### src/rtl/pipeline_hazard_ctrl.sv
// Stall/flush sequencer for the 5-stage pipeline.
// Owns the FENCE.I drain/invalidate/refetch flow and the perf counters.
module pipeline_hazard_ctrl #(
  parameter int FENCE_DRAIN_CYCLES = 3,
  parameter int CNT_W = 32
) (
  input  logic             clk,
  input  logic             rst,
  input  logic             load_use_hazard,
  input  logic             icache_ready,
  input  logic             dcache_stall,
  input  logic             redirect_valid,
  input  logic             fence_i_id,
  input  logic             icache_inval_done,
  output logic             pc_enable,
  output logic             if_id_enable,
  output logic             if_id_valid_in,
  output logic             id_ex_enable,
  output logic             id_ex_flush,
  output logic             ex_mem_enable,
  output logic             icache_inval,
  output logic             fence_redirect,
  output logic [CNT_W-1:0] stall_cycles,
  output logic [CNT_W-1:0] flush_count
);

  localparam int DW =
    (FENCE_DRAIN_CYCLES > 1) ? $clog2(FENCE_DRAIN_CYCLES) : 1;
  localparam logic [DW-1:0] DRAIN_LOAD =
    DW'(FENCE_DRAIN_CYCLES - 1);

  typedef enum logic [1:0] {
    RUN,
    DRAIN,
    INVAL,
    REFETCH
  } state_t;

  state_t          state_q, state_d;
  logic [DW-1:0]   cnt_q, cnt_d;
  logic            inval_d;
  logic            fredir_d;
  logic            flush_inc;
  logic [CNT_W-1:0] stall_q, flush_q;

  always_ff @(posedge clk or posedge rst) begin
    if (rst) begin
      state_q        <= RUN;
      cnt_q          <= '0;
      icache_inval   <= 1'b0;
      fence_redirect <= 1'b0;
      stall_q        <= '0;
      flush_q        <= '0;
    end else begin
      state_q        <= state_d;
      cnt_q          <= cnt_d;
      icache_inval   <= inval_d;
      fence_redirect <= fredir_d;
      if (!pc_enable)
        stall_q <= stall_q + 1'b1;
      if (flush_inc)
        flush_q <= flush_q + 1'b1;
    end
  end

  always_comb begin
    pc_enable      = 1'b1;
    if_id_enable   = 1'b1;
    if_id_valid_in = 1'b1;
    id_ex_enable   = 1'b1;
    id_ex_flush    = 1'b0;
    ex_mem_enable  = 1'b1;
    state_d        = state_q;
    cnt_d          = cnt_q;
    inval_d        = 1'b0;
    fredir_d       = 1'b0;
    flush_inc      = 1'b0;
    unique case (state_q)
      RUN: begin
        if (dcache_stall) begin
          pc_enable     = 1'b0;
          if_id_enable  = 1'b0;
          id_ex_enable  = 1'b0;
          ex_mem_enable = 1'b0;
        end else if (redirect_valid) begin
          if_id_valid_in = 1'b0;
          id_ex_flush    = 1'b1;
          flush_inc      = 1'b1;
        end else if (fence_i_id) begin
          pc_enable    = 1'b0;
          if_id_enable = 1'b0;
          id_ex_flush  = 1'b1;
          cnt_d        = DRAIN_LOAD;
          state_d      = DRAIN;
        end else if (load_use_hazard) begin
          pc_enable    = 1'b0;
          if_id_enable = 1'b0;
          id_ex_flush  = 1'b1;
        end else if (!icache_ready) begin
          pc_enable      = 1'b0;
          if_id_valid_in = 1'b0;
        end
      end
      DRAIN: begin
        pc_enable     = 1'b0;
        if_id_enable  = 1'b0;
        id_ex_flush   = !dcache_stall;
        id_ex_enable  = !dcache_stall;
        ex_mem_enable = !dcache_stall;
        if (!dcache_stall) begin
          if (cnt_q == '0) begin
            inval_d = 1'b1;
            state_d = INVAL;
          end else begin
            cnt_d = cnt_q - 1'b1;
          end
        end
      end
      INVAL: begin
        // a late store may still be stuck in MEM; keep it frozen
        pc_enable     = 1'b0;
        if_id_enable  = 1'b0;
        id_ex_flush   = !dcache_stall;
        id_ex_enable  = !dcache_stall;
        ex_mem_enable = !dcache_stall;
        if (icache_inval_done) begin
          fredir_d  = 1'b1;
          flush_inc = 1'b1;
          state_d   = REFETCH;
        end
      end
      REFETCH: begin
        if_id_valid_in = 1'b0;
        id_ex_flush    = 1'b1;
        state_d        = RUN;
      end
      default: state_d = RUN;
    endcase
  end

  assign stall_cycles = stall_q;
  assign flush_count  = flush_q;

endmodule

### config.mk
export PLATFORM = sky130hd
export DESIGN_NAME = pipeline_hazard_ctrl
export DESIGN_NICKNAME = d
export VERILOG_FILES = /design/src/rtl/pipeline_hazard_ctrl.sv
export SDC_FILE = /design/constraint.sdc
export NUM_CORES = 1
export LEC_CHECK = 0
export BUFFER_PORTS_ARGS = -buffer_cell sky130_fd_sc_hd__buf_2
export CAP_MARGIN = 40
export CELL_PAD_IN_SITES_DETAIL_PLACEMENT = 0
export CELL_PAD_IN_SITES_GLOBAL_PLACEMENT = 1
export CORE_MARGIN = 4
export CORE_UTILIZATION = 45
export CTS_BUF_LIST = sky130_fd_sc_hd__clkbuf_4 sky130_fd_sc_hd__clkbuf_8 sky130_fd_sc_hd__clkbuf_16
export DETAILED_ROUTE_END_ITERATION = 7
export MAX_ROUTING_LAYER = met4
export PLACE_DENSITY = 0.86
export SLEW_MARGIN = 10
export SYNTH_ARGS = -nofsm -noshare
export SYNTH_HDL_FRONTEND = slang
export SYNTH_SLANG_ARGS = --single-unit
### constraint.sdc
create_clock -name clk -period 4.5 [get_ports clk]
set_input_delay 0.9 -clock clk [delete_from_list [all_inputs] [get_ports clk]]
set_output_delay 0.9 -clock clk [all_outputs]
set_load 0.05 [all_outputs]
After elaboration in Yosys (flattened, before gate mapping)
Cells that the tools add are included.

Bits in registers: 70. Bits of input ports: 8. Logic and storage cells: 70.

Add/subtract/negate cells: 3. Equal/unequal tests: 10. Muxes and demuxes: 44. Reductions and logical operators: 7.

Operator list (number): $add 32x1->32 const B (2); $mux 1 (25); $mux 2 (11); $ne 2x2->1 const B (7); $reduce_and 6->1 (2); $pmux 1 s2 (5); $pmux 2 s4 (1); $eq 2x2->1 const B (2); $logic_not 2->1 (2); $pmux 2 s2 (1); $pmux 1 s3 (1); $eq 2x1->1 const B (1); $reduce_bool 2->1 (1); $reduce_or 2->1 (1); $sub 2x1->2 const B (1); $logic_not 1->1 (1).

Logic depth before layout (Yosys ltp)
Gate-level depths: netlist of the first run.

Depth in word-level cells: 6. Mapped depth: 9. Gate-level depth less buffers: 8.

Worst setup path before layout of the first run
Ideal clock, no wire load.

Path type: reg-to-output. Start point: register state_q[0]. End point: output port id_ex_enable. Arrival time: 2.039 ns. Required time: 3.600 ns. Setup slack: 1.561 ns. Stages on the path, launching flop included: 6. Cell sequence: dfrtp_1 inv_1 ha_1 nor2_1 o21bai_1 buf_4.

Word-level cells in the longest chain between the ends: 3.

RTL lines: start, declared (RTL line 39) `state_t state_q, state_d;`; start signal, assigned (RTL line 55) `state_q <= state_d;`; $eq 2x2->1 or $eq 2x1->1 (tied branches); $reduce_or 2->1 (no source line); $pmux 1 s2 (*); end, declared (RTL line 18) `output logic id_ex_enable,`.

Mark *: on every way between the ends. The rest lies on a longest branch, timed or not.

Worst setup path in the final report of the first run
Start point: register state_q[1]. End point: output port pc_enable.

Word-level cells in the longest chain between the ends: 3.

RTL lines: $eq 2x2->1 or $eq 2x1->1 (tied branches) (RTL line 78) `unique case (state_q)`; $reduce_or 2->1 (no source line); $pmux 1 s2 (*) (RTL line 78); end, declared (RTL line 15) `output logic pc_enable,`.

Marked as above.

==> results of run 1 <==
per-stage QoR:
stage	total power [mW]	worst slack [ns]	cell area [um2]	hold WS, ns
after detailed placement	1.68	1.32	3890	0.460
after CTS	2.24	1.06	4110	0.474
after floorplan	1.49	1.56	3400	0.519
final	2.22	1.10	4110	0.469
after global routing	2.35	0.922	4110	0.501
after global placement	1.67	1.33	3890	0.456
Yosys cell counts, types with 2 or more instances:
library cell / instances / area share, %
o22ai_1: 2 / 0.37
and4_1: 5 / 1.3
nor2_1: 24 / 2.6
and2_1: 2 / 0.37
mux2_2: 2 / 0.66
nand3_1: 19 / 2.8
and3_1: 12 / 2.2
ha_1: 10 / 3.7
or3_1: 5 / 0.92
nand2_1: 22 / 2.4
nand4_2: 3 / 1.1
xnor2_1: 46 / 12
or4b_4: 2 / 0.81
xor2_1: 16 / 4.1
nand4_1: 13 / 2.4
o21ai_0: 7 / 1.0
nand3_2: 4 / 1.2
dfrtp_1: 70 / 51
buf_4: 2 / 0.44
nor3_1: 4 / 0.59
inv_1: 14 / 1.5
clkbuf_1: 2 / 0.22
critical path, cell delays in order, from the launching register on:
cell and delay [ns]:
dfrtp_1 0.42, inv_1 0.16, ha_1 0.40, or4b_4 0.55, o221ai_4 0.30, buf_2 0.33
power by group:
part	switching [mW]	internal (mW)
clock network	0.238	0.317
logic	0.627	0.235
registers	0.0918	0.709
worst max-delay path by stage:
stage | start | end | slack, ns
floorplan | state_q[0] | id_ex_enable | 1.56
global placement | dcache_stall | pc_enable | 1.33
detailed placement | dcache_stall | pc_enable | 1.32
CTS | state_q[1] | pc_enable | 1.06
global route | state_q[1] | pc_enable | 0.92
finish | state_q[1] | pc_enable | 1.10
sequential cells by signal, summed over array words and instances, names as in the netlist:
name	flops
stall_cycles	32
fence_redirect	1
flush_count	32
state_q	2
cnt_q	2
icache_inval	1
cell families after synthesis:
logic type                 count (synthesis)
AOI/OAI and AO/OA                         17
xor gates and xnor gates                  62
adders and majority gates                 10
buffers and inverters                     21
DFF                                       70
muxes                                      3
and+or+nand+nor                          124
area by class of cell:
type	count	area, um2
clock buffer	10	131
clock inverter	6	86.3
fill	690	3180
inverter	15	56.3
multi-input combinational	216	1560
sequential	70	1750
tap	99	124
timing repair buffer	80	403
routing by layer:
metal	GRT usage, %	vias up	routed length, um
met4	5.77	0	79
met1	22.3	1201	3300
met3	3.75	7	368
met5	-	-	0
met2	27.1	64	3260
li1	-	1226	-
==> run metrics, run 1 <==
outcome completed; Post-synth EDFFs 0; Mapped Area 3400 um2; Area growth, synth to finish 20.7%; vias post-DR 2,498; Ports 80; Inserted Clock Buffers 9; syn avg cell area 11.1 um2; Hold Path Depth 1; Slew Limit Fails 0; Tmin final 3.40 ns; Worst VDD drop 0.000576 V; Horiz. Die Dim 95.0 um; total of max-cap violations 0; pin count of the biggest net entering global routing 38; First DRT Iteration DRCs 77; Arr. time, crit path 2.50 ns; RD Place Congestion 0.791; Hold EP flush_count[31]; crit path kind register to primary output; xor and xnor area share after synthesis 16.0%; CP max FO 9; Antenna Cells 0; wire length of the first global-routing pass 11,900 um; Worst-Skew Late Latency 0.34 ns; hold_sp flush_count[31]; Cells after DPL 480; RSZ-0062 raised after global routing no; WL/cell 14.1 um; Cells after Synth 307; clock slew at reported path FFs 0.07 ns; Routed WL 7000 um; antenna violations before repair 0; mux share of post-synthesis cell area 0.956%; Buffers on Ports 79; clock root buffer clkbuf_8; yosys warns 0; FF-to-FF path depth 7; leakage 2.10 nW; Die Area 9020 um2; Initial Utilization 46.7%; Post-CTS Setup Bufs 0; Synth Flop Type dfrtp_1; compound-cell area share of the yosys netlist 3.75%; Final setup viols 0; Crit Reg-Reg Endpoint stall_cycles[5]; CTS tree done; RR Startpoint state_q[1]; Detail Route Antenna Nets 0; largest family of logic cells by synthesized area simple AND/OR/NAND/NOR gates; critical path endpoint category primary output; asr flop ratio synth 100%; final routed DRC violation total 0; core area 7290 um2; Sink Count 70; Pre-antenna DRT Iters 5; Slew @ Worst Pin 0.867 ns; CTS resizes 0; Hold Path Class register to register; Final Net Count 410; Seq cells post-synth 70; Max Fclk 0.294 GHz; Rows 31; vias in the first global route 2,548; crit start category register; Post-Layout Cell Count 496; GRT Resource Usage Total 17.3%; most frequent cells in the layout buf_2, dfrtp_1, xnor2_1; Post-Route Skew 0.00766 ns; Adder-Cell Fraction of Synth Area 3.68%; Avg Vias per Cell 5.04; slew margin rel. 40.7%; DP HPWL 5200 um; CTS Hold Bufs 0; Total Neg Setup Slack 0 ns; GRT overflow 0; Synth cell types 43; period utilization 75.6%; Final Hold Vio Count 0; Longest Clk Path Bufs 2; sequential area share after synthesis 51.5%; fraction of the mapped netlist area in simple logic gates 21.4%; Synthesized Nets 325; PD cells 540 nW/um2; Die Ht 95.0 um; most common cell after layout, fill and taps aside buf_2; CP required 3.60 ns; final core utilization 56.3%; flop-to-flop setup slack 2.08 ns; H-tree lvl count 3; share of layout cells above drive strength 1 28.5%
Note: power is estimated with default switching activity, not from simulation.
==> run 2: changes to the inputs <==
--- a/config.mk
+++ b/config.mk
@@ -5,16 +5,17 @@
 export SDC_FILE = /design/constraint.sdc
 export NUM_CORES = 1
 export LEC_CHECK = 0
+export ABC_AREA = 1
 export BUFFER_PORTS_ARGS = -buffer_cell sky130_fd_sc_hd__buf_2
 export CAP_MARGIN = 40
 export CELL_PAD_IN_SITES_DETAIL_PLACEMENT = 0
 export CELL_PAD_IN_SITES_GLOBAL_PLACEMENT = 1
 export CORE_MARGIN = 4
-export CORE_UTILIZATION = 45
+export CORE_UTILIZATION = 40
 export CTS_BUF_LIST = sky130_fd_sc_hd__clkbuf_4 sky130_fd_sc_hd__clkbuf_8 sky130_fd_sc_hd__clkbuf_16
 export DETAILED_ROUTE_END_ITERATION = 7
 export MAX_ROUTING_LAYER = met4
-export PLACE_DENSITY = 0.86
+export PLACE_DENSITY = 0.81
 export SLEW_MARGIN = 10
 export SYNTH_ARGS = -nofsm -noshare
 export SYNTH_HDL_FRONTEND = slang
==> constraint.sdc (replaced) <==
create_clock -name clk -period 3.3 [get_ports clk]
set_input_delay 0.66 -clock clk [delete_from_list [all_inputs] [get_ports clk]]
set_output_delay 0.66 -clock clk [all_outputs]
set_load 0.05 [all_outputs]
==> run metrics, run 2 <==
outcome completed; CP max stage cell dfrtp_1; final worst slack 0.700 ns (-0.399 ns); Seq pwr share 35.5% (-0.6 points); syn avg cell area 7.30 um2 (-34%); RR Startpoint state_q[0]; clock share of power 20.4% (-4.6 points); GRT overflow 0 (unchanged); Longest Clk Path Bufs 2 (unchanged); area leader, netlist dfrtp_1; Sw Pwr 1.46 mW (+52%); largest cells by area after synthesis dfrtp_1, nand2_1, nor2_1; Synth Flop Type dfrtp_1; CP dominant cell by count inv_2; final routed DRC violation total 0 (unchanged); Sw Share 47.9% (+4.8 points); Area growth, synth to finish 16.7%; crit start category register; most common cell after layout, fill and taps aside nand2_1; antenna violations before repair 0 (unchanged); Post-Route Skew 0.00609 ns (-0.00156 ns); Synth cell types 26 (-40%); Routed WL 9600 um (+37%); WL/cell 12.1 um (-14%); Max Fclk 0.385 GHz; Synthesized Nets 587 (+81%); Detail Route Antenna Nets 0 (unchanged); Crit Reg-Reg Endpoint stall_cycles[20]; Yosys top cell area share 42.2% (-9.3 points); Final Net Count 672 (+64%); clock root buffer clkbuf_8; share of layout cells above drive strength 1 18.4% (-10 points); yosys warns 0 (unchanged); total power draw 3.04 mW (+37%); flop-to-flop setup slack 1.22 ns (-0.86 ns); Avg Vias per Cell 4.75 (-5.8%); Initial Utilization 41.7% (-4.9 points); synth cell count leaders nand2_1, nor2_1, inv_1, dfrtp_1, nand3_1; period utilization 78.8%; pin count of the biggest net entering global routing 50 (+32%); Tmin final 2.60 ns; Hold Path Class input port to async pin; sequential area share after synthesis 42.2% (-9.3 points); CTS resizes 0 (unchanged); Cells after Synth 569 (+85%); CTS tree done; total of max-cap violations 0 (unchanged); First DRT Iteration DRCs 138 (+79%); CP max FO 5 (-4); critical path endpoint category primary output; core area 9950 um2 (+37%); final core utilization 48.7% (-7.7 points); Worst-Skew Late Latency 0.35 ns (about the same); FF-to-FF path depth 11 (+4); Arr. time, crit path 1.94 ns (-0.56 ns); leakage 2.64 nW (+26%); vias in the first global route 3,499 (+37%); CP max stage delay 0.43 ns (-0.12 ns); Int Power 1.58 mW (+25%); Sink Count 70 (unchanged); wire length of the first global-routing pass 16,300 um (+37%); DP HPWL 7410 um (+42%); Buffers on Ports 79 (unchanged); DP Worst Slack 1.07 ns (-0.250 ns); Antenna Cells 0 (unchanged); PD cells 627 nW/um2 (+16%); Total Neg Setup Slack 0 ns (unchanged); Filler Cell Count 1,028 (+49%); Die Ht 110 um (+16%); slew margin rel. 52.6% (+12 points); Seq cells post-synth 70 (unchanged); asr flop ratio synth 100% (unchanged); Rows 36 (+16%); GRT Resource Usage Total 17.6% (+0.29 points); CTS Hold Bufs 0 (unchanged); Die Area 12,100 um2 (+34%); Inserted Clock Buffers 9 (unchanged); crit path kind register to primary output; Horiz. Die Dim 110 um (+16%); CP required 2.64 ns (-0.96 ns); Ports 80 (unchanged); crit path capture pc_enable; RSZ-0062 raised after global routing no; clock slew at reported path FFs 0.07 ns (about the same); Mapped Area 4150 um2 (+22%); Post-CTS Setup Bufs 0 (unchanged); Final Hold Vio Count 0 (unchanged); Post-synth EDFFs 0 (unchanged); Final setup viols 0 (unchanged); Critical Path Start state_q[1]; top-count cell post-synth nand2_1; CP Cell Sequence inv_1 -> ha_1 -> inv_2 -> nor2_2 -> nand2_1 -> nand3_2 -> nand2_2 -> inv_2 -> buf_2; Slew @ Worst Pin 0.710 ns (-0.157 ns); Logic pwr share 44.1% (+5.2 points); vias post-DR 3,759 (+50%); Worst VDD drop 0.000507 V (-12%); RD Place Congestion 0.843 (+6.5%); most frequent cells in the layout nand2_1, buf_2, nor2_1; H-tree lvl count 3 (unchanged); Slew Limit Fails 0 (unchanged); Pre-antenna DRT Iters 4 (-1)
-- run 2: cell types whose count changed after synthesis, moves of 6 or more --
cell	delta
and3_1	-12
nand3b_1	+12
inv_2	+6
xnor2_1	-26
nand3_1	+12
inv_1	+60
xor2_1	-6
nand2_1	+174
nor2_2	+6
nor2_1	+51
-- run 2: per-layer routing --
layer	wire length [um]	vias to the layer above	GRT usage (%)
met3	464	16	2.58
met2	4730	75	29.9
met5	0	-	-
met1	4220	1735	20.9
met4	181	0	6.95
li1	-	1933	-
-- run 2: cell families (layout without fill, tap and decap cells) --
family	Yosys count	after routing	synth area share, %
xor+xnor	30	30	6.33
fa+ha+maj	10	10	3.01
flops	70	70	42.2
buf+inv	87	177	8.86
simple gates	358	358	37.9
compound gates	14	14	1.75
-- run 2: critical path, delay by kind of cell (launching register included) --
kind                       cells  cell delay [ns]
DFF                            1             0.43
buffers and inverters          4             0.54
and+or+nand+nor                4             0.33
adders and majority gates      1             0.30
-- run 2: per-stage QoR --
step | cells | hold slack (ns) | cell area [um2]
2_1_floorplan | 569 | 0.507 | 4150
3_3_place_gp | 776 | 0.465 | 4670
3_5_place_dp | 776 | 0.496 | 4670
4_1_cts | 792 | 0.444 | 4840
5_1_grt | 792 | 0.481 | 4840
6_report | 792 | 0.423 | 4840
-- run 2: power groups by stage --
stage | clock network, mW | logic [mW] | registers [mW]
2_1_floorplan | 0 | 0.885 | 1.36
3_3_place_gp | 0 | 1.34 | 1.09
3_5_place_dp | 0 | 1.35 | 1.10
4_1_cts | 0.643 | 1.36 | 1.08
5_1_grt | 0.675 | 1.46 | 1.10
6_report | 0.621 | 1.34 | 1.08
-- run 2: cell type report --
cell class	instances	area (um2)	share of cell area, %
timing repair buffer	81	423	8.73
multi-input combinational	412	2030	42.0
sequential	70	1750	36.2
clock buffer	11	145	3.00
clock inverter	5	25.0	0.517
inverter	80	300	6.20
tap	133	166	3.43
-- run 2: worst min-delay path by stage --
stage                          startpoint              end  slack (ns)  cells after the start
after floorplan                  cnt_q[1]         cnt_q[1]        0.51                      2
after global placement    flush_count[31]  flush_count[31]        0.47                      2
after detailed placement  flush_count[31]  flush_count[31]        0.50                      2
after CTS                             rst   flush_count[5]        0.44                      2
after global routing                  rst   flush_count[5]        0.48                      2
final                                 rst   flush_count[5]        0.42                      2
